File: src/rtl/sc_max7219_pkg.sv
// Shared MAX7219 protocol constants and receiver FSM encoding.
package sc_max7219_pkg;

    localparam int FRAME_BITS = 16;

    localparam logic [3:0] ADDR_NOOP      = 4'h0;
    localparam logic [3:0] ADDR_DIGIT0    = 4'h1;
    localparam logic [3:0] ADDR_DIGIT1    = 4'h2;
    localparam logic [3:0] ADDR_DIGIT2    = 4'h3;
    localparam logic [3:0] ADDR_DIGIT3    = 4'h4;
    localparam logic [3:0] ADDR_DIGIT4    = 4'h5;
    localparam logic [3:0] ADDR_DIGIT5    = 4'h6;
    localparam logic [3:0] ADDR_DIGIT6    = 4'h7;
    localparam logic [3:0] ADDR_DIGIT7    = 4'h8;
    localparam logic [3:0] ADDR_DECODE    = 4'h9;
    localparam logic [3:0] ADDR_INTENSITY = 4'hA;
    localparam logic [3:0] ADDR_SCANLIMIT = 4'hB;
    localparam logic [3:0] ADDR_SHUTDOWN  = 4'hC;
    localparam logic [3:0] ADDR_TEST      = 4'hF;

    typedef enum logic [1:0] {
        ST_WAIT_IDLE = 2'd0,
        ST_IDLE      = 2'd1,
        ST_SHIFT     = 2'd2,
        ST_LATCH     = 2'd3
    } rxState_t;

endpackage

File: src/rtl/sc_sync_edge.sv
// N-stage synchronizer for one asynchronous pin, with single-cycle rise/fall
// pulses derived from the synchronized level only.
module sc_sync_edge #(
    parameter int STAGES = 2
) (
    input  logic clk,
    input  logic rst,
    input  logic asyncIn,
    output logic syncOut,
    output logic riseOut,
    output logic fallOut
);

    logic [STAGES-1:0] chain_r;
    logic              prev_r;

    // Synchronizer chain plus one delayed copy for edge detection.
    always_ff @(posedge clk or posedge rst) begin
        if (rst) begin
            chain_r <= '0;
            prev_r  <= 1'b0;
        end else begin
            chain_r <= {chain_r[STAGES-2:0], asyncIn};
            prev_r  <= chain_r[STAGES-1];
        end
    end

    assign syncOut = chain_r[STAGES-1];
    assign riseOut = chain_r[STAGES-1] & ~prev_r;
    assign fallOut = ~chain_r[STAGES-1] & prev_r;

endmodule

File: src/rtl/sc_max7219_receiver.sv
// MAX7219 receive-side mirror: oversamples DIN/CLK/NCS, assembles 16-bit
// frames and decodes them into a shadow copy of the display register file.
module sc_max7219_receiver
    import sc_max7219_pkg::*;
#(
    parameter int SYNC_STAGES = 2,
    parameter int FRAME_BITS  = sc_max7219_pkg::FRAME_BITS
) (
    input  logic       SC_MAX7219RX_CLOCK_50,
    input  logic       SC_MAX7219RX_RESET_InHigh,
    input  logic       SC_MAX7219RX_din_In,
    input  logic       SC_MAX7219RX_ncs_In,
    input  logic       SC_MAX7219RX_sclk_In,
    input  logic [2:0] SC_MAX7219RX_rdAddr_InBUS,
    output logic [7:0] SC_MAX7219RX_rdData_OutBUS,
    output logic [3:0] SC_MAX7219RX_intensity_OutBUS,
    output logic [2:0] SC_MAX7219RX_scanLimit_OutBUS,
    output logic [7:0] SC_MAX7219RX_decodeMode_OutBUS,
    output logic       SC_MAX7219RX_shutdown_OutHigh,
    output logic       SC_MAX7219RX_displayTest_OutHigh,
    output logic       SC_MAX7219RX_wordValid_OutHigh,
    output logic [3:0] SC_MAX7219RX_wordAddr_OutBUS,
    output logic [7:0] SC_MAX7219RX_wordData_OutBUS,
    output logic       SC_MAX7219RX_frameErr_OutHigh,
    output logic       SC_MAX7219RX_dout_Out
);

    localparam int CNT_W = $clog2(FRAME_BITS + 1);
    localparam logic [CNT_W-1:0] CNT_FULL = CNT_W'(FRAME_BITS);

    logic clk;
    logic rst;
    assign clk = SC_MAX7219RX_CLOCK_50;
    assign rst = SC_MAX7219RX_RESET_InHigh;

    logic dinSync_s;
    logic dinRise_s;
    logic dinFall_s;
    logic ncsSync_s;
    logic ncsRise_s;
    logic ncsFall_s;
    logic sclkSync_s;
    logic sclkRise_s;
    logic sclkFall_s;

    sc_sync_edge #(.STAGES(SYNC_STAGES)) uDinSync (
        .clk     (clk),
        .rst     (rst),
        .asyncIn (SC_MAX7219RX_din_In),
        .syncOut (dinSync_s),
        .riseOut (dinRise_s),
        .fallOut (dinFall_s)
    );

    sc_sync_edge #(.STAGES(SYNC_STAGES)) uNcsSync (
        .clk     (clk),
        .rst     (rst),
        .asyncIn (SC_MAX7219RX_ncs_In),
        .syncOut (ncsSync_s),
        .riseOut (ncsRise_s),
        .fallOut (ncsFall_s)
    );

    sc_sync_edge #(.STAGES(SYNC_STAGES)) uSclkSync (
        .clk     (clk),
        .rst     (rst),
        .asyncIn (SC_MAX7219RX_sclk_In),
        .syncOut (sclkSync_s),
        .riseOut (sclkRise_s),
        .fallOut (sclkFall_s)
    );

    rxState_t             state_r;
    logic [FRAME_BITS-1:0] shreg_r;
    logic [CNT_W-1:0]     bitCnt_r;
    logic                 dout_r;
    logic                 wordValid_r;
    logic                 frameErr_r;
    logic [3:0]           wordAddr_r;
    logic [7:0]           wordData_r;
    logic [7:0]           digit_r [0:7];
    logic [7:0]           decodeMode_r;
    logic [3:0]           intensity_r;
    logic [2:0]           scanLimit_r;
    logic                 shutdown_r;
    logic                 displayTest_r;
    logic [7:0]           rdData_r;

    // The shift register always holds the last 16 bits, so longer frames
    // naturally discard their leading bits.
    logic [3:0] frameAddr_s;
    logic [7:0] frameData_s;
    logic [2:0] digitIdx_s;
    assign frameAddr_s = shreg_r[11:8];
    assign frameData_s = shreg_r[7:0];
    assign digitIdx_s  = 3'(frameAddr_s - 4'd1);

    // Frame FSM: capture, validate and decode into the shadow register file.
    always_ff @(posedge clk or posedge rst) begin
        if (rst) begin
            state_r       <= ST_WAIT_IDLE;
            shreg_r       <= '0;
            bitCnt_r      <= '0;
            dout_r        <= 1'b0;
            wordValid_r   <= 1'b0;
            frameErr_r    <= 1'b0;
            wordAddr_r    <= 4'h0;
            wordData_r    <= 8'h00;
            decodeMode_r  <= 8'h00;
            intensity_r   <= 4'h0;
            scanLimit_r   <= 3'd0;
            shutdown_r    <= 1'b1;
            displayTest_r <= 1'b0;
            for (int i = 0; i < 8; i++) begin
                digit_r[i] <= 8'h00;
            end
        end else begin
            wordValid_r <= 1'b0;
            frameErr_r  <= 1'b0;
            case (state_r)
                ST_WAIT_IDLE: begin
                    // Never lock onto a frame already in flight at reset release.
                    if (ncsSync_s) begin
                        state_r <= ST_IDLE;
                    end
                end
                ST_IDLE: begin
                    if (ncsFall_s) begin
                        shreg_r  <= '0;
                        bitCnt_r <= '0;
                        state_r  <= ST_SHIFT;
                    end
                end
                ST_SHIFT: begin
                    if (ncsRise_s) begin
                        state_r <= ST_LATCH;
                    end else if (sclkRise_s) begin
                        shreg_r <= {shreg_r[FRAME_BITS-2:0], dinSync_s};
                        dout_r  <= shreg_r[FRAME_BITS-2];
                        if (bitCnt_r < CNT_FULL) begin
                            bitCnt_r <= bitCnt_r + 1'b1;
                        end
                    end
                end
                ST_LATCH: begin
                    state_r <= ST_IDLE;
                    if (bitCnt_r < CNT_FULL) begin
                        frameErr_r <= 1'b1;
                    end else begin
                        wordValid_r <= 1'b1;
                        wordAddr_r  <= frameAddr_s;
                        wordData_r  <= frameData_s;
                        case (frameAddr_s)
                            ADDR_DIGIT0, ADDR_DIGIT1, ADDR_DIGIT2, ADDR_DIGIT3,
                            ADDR_DIGIT4, ADDR_DIGIT5, ADDR_DIGIT6, ADDR_DIGIT7:
                                digit_r[digitIdx_s] <= frameData_s;
                            ADDR_DECODE:    decodeMode_r  <= frameData_s;
                            ADDR_INTENSITY: intensity_r   <= frameData_s[3:0];
                            ADDR_SCANLIMIT: scanLimit_r   <= frameData_s[2:0];
                            ADDR_SHUTDOWN:  shutdown_r    <= ~frameData_s[0];
                            ADDR_TEST:      displayTest_r <= frameData_s[0];
                            default: ;
                        endcase
                    end
                end
                default: state_r <= ST_WAIT_IDLE;
            endcase
        end
    end

    // Digit readback port; a same-cycle write is seen one cycle later.
    always_ff @(posedge clk or posedge rst) begin
        if (rst) begin
            rdData_r <= 8'h00;
        end else begin
            rdData_r <= digit_r[SC_MAX7219RX_rdAddr_InBUS];
        end
    end

    assign SC_MAX7219RX_rdData_OutBUS       = rdData_r;
    assign SC_MAX7219RX_intensity_OutBUS    = intensity_r;
    assign SC_MAX7219RX_scanLimit_OutBUS    = scanLimit_r;
    assign SC_MAX7219RX_decodeMode_OutBUS   = decodeMode_r;
    assign SC_MAX7219RX_shutdown_OutHigh    = shutdown_r;
    assign SC_MAX7219RX_displayTest_OutHigh = displayTest_r;
    assign SC_MAX7219RX_wordValid_OutHigh   = wordValid_r;
    assign SC_MAX7219RX_wordAddr_OutBUS     = wordAddr_r;
    assign SC_MAX7219RX_wordData_OutBUS     = wordData_r;
    assign SC_MAX7219RX_frameErr_OutHigh    = frameErr_r;
    assign SC_MAX7219RX_dout_Out            = dout_r;

    // Data-pin and clock-fall edges are not needed by the protocol.
    logic unusedEdges_s;
    assign unusedEdges_s = dinRise_s ^ dinFall_s ^ sclkSync_s ^ sclkFall_s;

endmodule
File: config.mk
export PLATFORM = sky130hd
export DESIGN_NAME = sc_max7219_receiver
export DESIGN_NICKNAME = d
export VERILOG_FILES = /design/src/rtl/sc_max7219_pkg.sv /design/src/rtl/sc_sync_edge.sv /design/src/rtl/sc_max7219_receiver.sv
export SDC_FILE = /design/constraint.sdc
export NUM_CORES = 1
export LEC_CHECK = 0
export ABC_CLOCK_PERIOD_IN_PS = 5400
export BUFFER_PORTS_ARGS = -buffer_cell sky130_fd_sc_hd__buf_4
export CAP_MARGIN = 40
export CORE_MARGIN = 2
export CORE_UTILIZATION = 40
export CTS_CLUSTER_SIZE = 25
export DETAILED_ROUTE_END_ITERATION = 7
export GPL_TIMING_DRIVEN = 0
export PLACE_DENSITY = 0.62
export SLEW_MARGIN = 20
export SYNTH_ARGS = -nofsm -noshare
export SYNTH_HDL_FRONTEND = slang
export SYNTH_HIERARCHICAL = 1
export SYNTH_SLANG_ARGS = --single-unit
File: constraint.sdc
create_clock -name SC_MAX7219RX_CLOCK_50 -period 5.4 [get_ports SC_MAX7219RX_CLOCK_50]
set_input_delay 0.81 -clock SC_MAX7219RX_CLOCK_50 [delete_from_list [all_inputs] [get_ports SC_MAX7219RX_CLOCK_50]]
set_output_delay 0.81 -clock SC_MAX7219RX_CLOCK_50 [all_outputs]
set_load 0.05 [all_outputs]
## Word-level counts from Yosys, hierarchy flattened

Index checks and enable logic that the tools add are counted.

| operators by class | value |
|---|---|
| mux-type cells | 23 |
| eq/ne operators | 22 |
| reduce and logical (&&, ||, !) cells | 15 |
| $add $sub $neg | 2 |
| bitwise logic cells | 11 |
| magnitude comparators | 4 |

Operator list:

| kind | number |
|---|---|
| bitwise mux 64 bit | 1 |
| 2-to-1 mux 15 bit | 3 |
| case mux 15 bit (2 select lines) | 1 |
| binary-select mux 8 bit (select 3 bit) | 1 |
| demux 8 bit (select 3 bit) | 1 |
| == test 4 bit (second input constant) | 6 |
| 2-to-1 mux 8 bit | 3 |
| AND reduction 3 bit | 8 |
| 2-to-1 mux 5 bit | 4 |
| == test 4 x 3 -> 1 bit (second input constant) | 4 |
| inequality test 2 bit (second input constant) | 5 |
| case mux 5 bit (2 select lines) | 1 |
| == test 4 x 2 -> 1 bit (second input constant) | 2 |
| >= comparator 4 bit (second input constant) | 2 |
| inverter 3 -> 4 bit | 2 |
| case mux 2 bit (4 select lines) | 1 |
| OR reduction 8 bit | 1 |
| 2-to-1 mux 2 bit | 3 |
| inverter 1 bit | 6 |
| adder 5 x 1 -> 5 bit (second input constant) | 1 |
| less-than comparator 5 bit (second input constant) | 1 |
| AND reduction 5 bit | 1 |
| == test 2 bit (second input constant) | 2 |
| == test 4 x 1 -> 1 bit (second input constant) | 1 |
| other kinds (11) | 16 |

| word-level totals | value |
|---|---|
| bits of input ports | 8 |
| bits in registers | 134 |
| output and inout port bits | 40 |
| word-level logic and storage cells | 104 |

## Depth between registers and ports, before layout

| logic depth | value |
|---|---|
| depth after elaboration | 7 |
| gate-level depth with buffers | 8 |
| depth with buffers taken out | 6 |

## Hierarchy

Netlist, hierarchy kept.

By module, submodules not included:

| module | cells each | times used | sequential area each (um2) | area an instance (um2) |
|---|---|---|---|---|
| sc_max7219_receiver | 394 | 1 | 3154.3 | 5480.3 |
| sc_sync_edge | 6 | 3 | 75.1 | 93.8 |

## Worst setup path before layout

OpenSTA, ideal clock, no wires.

| timing | value |
|---|---|
| kind | input port to flip-flop |
| from | in SC_MAX7219RX_rdAddr_InBUS[0] |
| to | reg rdData_r[0] (netlist: SC_MAX7219RX_rdData_OutBUS[0]) |
| data arrival time | 2096 ps |
| slack | 3179 ps |
| stages | 4 |
| required time | 5275 ps |
| buffers on the path | 2 |
| library setup time | 125 ps |
| path through | buf_2 -> buf_2 -> mux4_2 -> mux2_2 |

| on the way | value |
|---|---|
| cells in the longest elaborated chain, start to end | 4 |

Ends and longest elaborated chain:

| item | RTL line | RTL |
|---|---|---|
| from (decl) | sc_max7219_receiver.sv:14 | `input logic [2:0] SC_MAX7219RX_rdAddr_InBUS,` |
| inverter 3 -> 4 bit (not written as such) | sc_max7219_receiver.sv:176 | `rdData_r <= digit_r[SC_MAX7219RX_rdAddr_InBUS];` |
| binary-select mux 8 bit (select 3 bit) | sc_max7219_receiver.sv:176 |  |
| 2-to-1 mux 8 bit (not written as such) (2 in series) | sc_max7219_receiver.sv:176 |  |
| to (signal assigned) | sc_max7219_receiver.sv:176 |  |
| to (decl) | sc_max7219_receiver.sv:87 | `logic [7:0] rdData_r;` |

Every way passes these cells. The select of a mux whose other input is x is not followed.
A chain may end at the register's enable or synchronous reset.

## Worst setup path after layout

| timing | value |
|---|---|
| from | reg shreg_r[8] |
| to | reg digit_r[27] (netlist bit) |

| on the way | value |
|---|---|
| cells in the longest elaborated chain, start to end | 7 |
| elaborated cells on any way between the ends | 18 |
| classes of those cells | add/sub: 1; order compare: 2; eq/ne: 8; mux: 3; bitwise: 1; reduce/logical: 3 |

Ends and longest elaborated chain:

| item | RTL line | RTL |
|---|---|---|
| from (decl) | sc_max7219_receiver.sv:74 | `logic [FRAME_BITS-1:0] shreg_r;` |
| from (signal assigned) | sc_max7219_receiver.sv:138 | `shreg_r <= {shreg_r[FRAME_BITS-2:0], dinSync_s};` |
| subtractor 3 x 1 -> 3 bit | sc_max7219_receiver.sv:96 | `assign digitIdx_s = 3'(frameAddr_s - 4'd1);` |
| inverter 3 -> 4 bit (not written as such) | sc_max7219_receiver.sv:156 | `digit_r[digitIdx_s] <= frameData_s;` |
| >= comparator 4 bit (not written as such) / less-than comparator 4 x 1 -> 1 bit (equally long branches) | sc_max7219_receiver.sv:156 |  |
| logical AND 1 bit (not written as such) | sc_max7219_receiver.sv:156 |  |
| 2-to-1 mux 8 bit (not written as such) | sc_max7219_receiver.sv:156 |  |
| demux 8 bit (select 3 bit) | sc_max7219_receiver.sv:156 |  |
| bitwise mux 64 bit | sc_max7219_receiver.sv:156 |  |
| to (signal, indexed assignment) | sc_max7219_receiver.sv:156 |  |
| to (decl) | sc_max7219_receiver.sv:81 | `logic [7:0] digit_r [0:7];` |

Parallel ways exist; a longest one is shown, timed or not.

==> reports/results.txt <==
FILL cells: 1192
Slew Viols, Final: 0
Fin crit share: 46.8%
CTS Sinks: 134
Gpl congestion: 0.754
Largest net degree at the start of global routing: 84
Syn Area/Cell: 14.0 um^2
Total negative slack: 0 ns
Post-Place Setup Slack: 2.74 ns
CORE AREA: 13900 um^2
Crit Path Class: reg2reg
Synthesized area: 5710 um^2
IO Count: 48
Pleak: 0.00344 uW
Status: complete, no violations
Port Buffer Count: 44
Setup repair bufs after CTS: 0
CP max FO: 8
Initial DRC count: 250
Final Hold Fails: 0
MaxCap Viol Count: 0
Util after Layout: 49.6%
Pwr/cell area: 357 nW/um^2
DP Wirelength: 7.73 mm
Wirelength per Cell: 17.8 um
Overflow after GRT: 0
Via Count: 3410
TritonCTS Buffers: 17
CTS tree: yes
# resized after CTS: 0
Antenna violations before repair: 0
Die H: 124 um
CP Data Required Time: 5.69 ns
Post-route ant nets: 0
All-Layer GR Usage: 17.5%
Worst slew pin tran: 0.695 ns
Vias in the first global route: 3605
Synth-to-layout area growth: 21.0%
Routed wire length: 11.9 mm
Arrival time worst endpoint: 2.81 ns
Proportion of layout cells with a drive suffix above 1: 42.7%
Net count, final: 490
CP Launch Type: flop
Final WS setup: 2.87 ns
Clock root cell: clkbuf_16
Clk_lat worst skew: 0.41 ns
Max rail drop VDD: 0.240 mV
Relative max-transition margin: 53.7%
Hold Path Class: in2async
Die area: 15300 um^2
DRC Markers: 0
Initial Util: 41.0%
Initial DRT Pass Iterations: 4
CP Capture Type: flop
First-pass GRT wire length: 19.6 mm
DIE WIDTH: 124 um
Highest clock rate: 395 MHz
Hold buffers post-CTS: 0
RSZ-0062 raised after global routing: false
Final Setup Violations: 0
Gate Count Post-Synth: 408
Fin crit period: 2.53 ns
Power Total: 2470 uW
Clk_skew: 0.00607 ns
Clock-pin slew on the worst setup and hold paths: 0.06 ns
N_diodes: 0
Mapped Nets: 426
Warnings, synthesis: 6
Via/cell ratio: 5.13
# rows: 43
Most common cell after layout, fill and taps aside: dfrtp_1
Depth of the CTS H-tree: 4
Most frequent cells in the layout: dfrtp_1 (133), mux2_2 (99), buf_4 (45), nand2_1 (45), clkbuf_1 (22)
Clock tree buffer depth: 2
==> where the power goes <==
| group | switching (uW) | total (uW) | internal [uW] |
|---|---|---|---|
| sequential | 24.4 | 1050 | 1030 |
| combinational | 164 | 229 | 64.1 |
| clock | 412 | 1180 | 773 |
| total | 600 | 2470 | 1870 |
==> area by class of cell <==
cell class	count	area, um^2	share of cell area (%)
flip-flops and latches	134	3350	48.5
clock buffers	24	492	7.11
well taps	180	225	3.26
plain buffers	25	101	1.47
clock inverters	8	120	1.74
multi-input cells	237	2210	32.0
repair buffers	45	358	5.18
inverters	12	50.0	0.724
==> metrics by stage <==
stage | hold WS (ns) | cells | instance area (um^2)
2_1_floorplan | 0.331 | 408 | 5710
3_3_place_gp | 0.337 | 632 | 6270
3_5_place_dp | 0.338 | 633 | 6300
4_1_cts | 0.277 | 665 | 6910
5_1_grt | 0.275 | 665 | 6910
6_report | 0.289 | 665 | 6910
==> per-layer routing <==
metal  part of all wire [%]  global-route usage [%]  routed length [um]
met4                   0.92                    4.90                 109
met2                     49                    28.6                5850
met1                     47                    22.9                5530
met5                      0                       0                   0
met3                    3.2                    5.03                 380
==> critical path: stages (launching register included) <==
cell	delay, ns
dfrtp_1	0.39
buf_2	0.21
inv_1	0.08
ha_1	0.26
or3b_1	0.38
o22ai_2	0.28
nand4_2	0.40
mux2_2	0.41
==> sequential cells by signal, summed over array words and instances, names as in the netlist <==
signal / cells
SC_MAX7219RX_scanLimit_OutBUS: 3
shreg_r: 15
SC_MAX7219RX_decodeMode_OutBUS: 8
digit_r: 64
uSclkSync/prev_r: 1
SC_MAX7219RX_wordData_OutBUS: 8
SC_MAX7219RX_frameErr_OutHigh: 1
SC_MAX7219RX_rdData_OutBUS: 8
uNcsSync/prev_r: 1
SC_MAX7219RX_shutdown_OutHigh: 1
uNcsSync/chain_r: 2
uSclkSync/chain_r: 2
SC_MAX7219RX_dout_Out: 1
state_r: 2
SC_MAX7219RX_wordValid_OutHigh: 1
bitCnt_r: 5
SC_MAX7219RX_wordAddr_OutBUS: 4
SC_MAX7219RX_displayTest_OutHigh: 1
SC_MAX7219RX_intensity_OutBUS: 4
uDinSync/chain_r: 2
==> worst paths after layout <==
path | slack [ns] | cells past startpoint | to | start
worst max-delay path | 2.87 | 7 | digit_r[27] | shreg_r[8]
worst min-delay path | 0.29 | 2 | uDinSync/chain_r[0] | SC_MAX7219RX_RESET_InHigh
worst max register to register | 2.87 | 7 | digit_r[27] | shreg_r[8]
worst min register to register | 0.35 | 0 | uDinSync/chain_r[1] | uDinSync/chain_r[0]
max in group asynchronous | 4.23 | 3 | digit_r[16] | SC_MAX7219RX_RESET_InHigh
min in group SC_MAX7219RX_CLOCK_50 | 0.35 | 0 | uDinSync/chain_r[1] | uDinSync/chain_r[0]
Power figures use the tool's default switching activity.
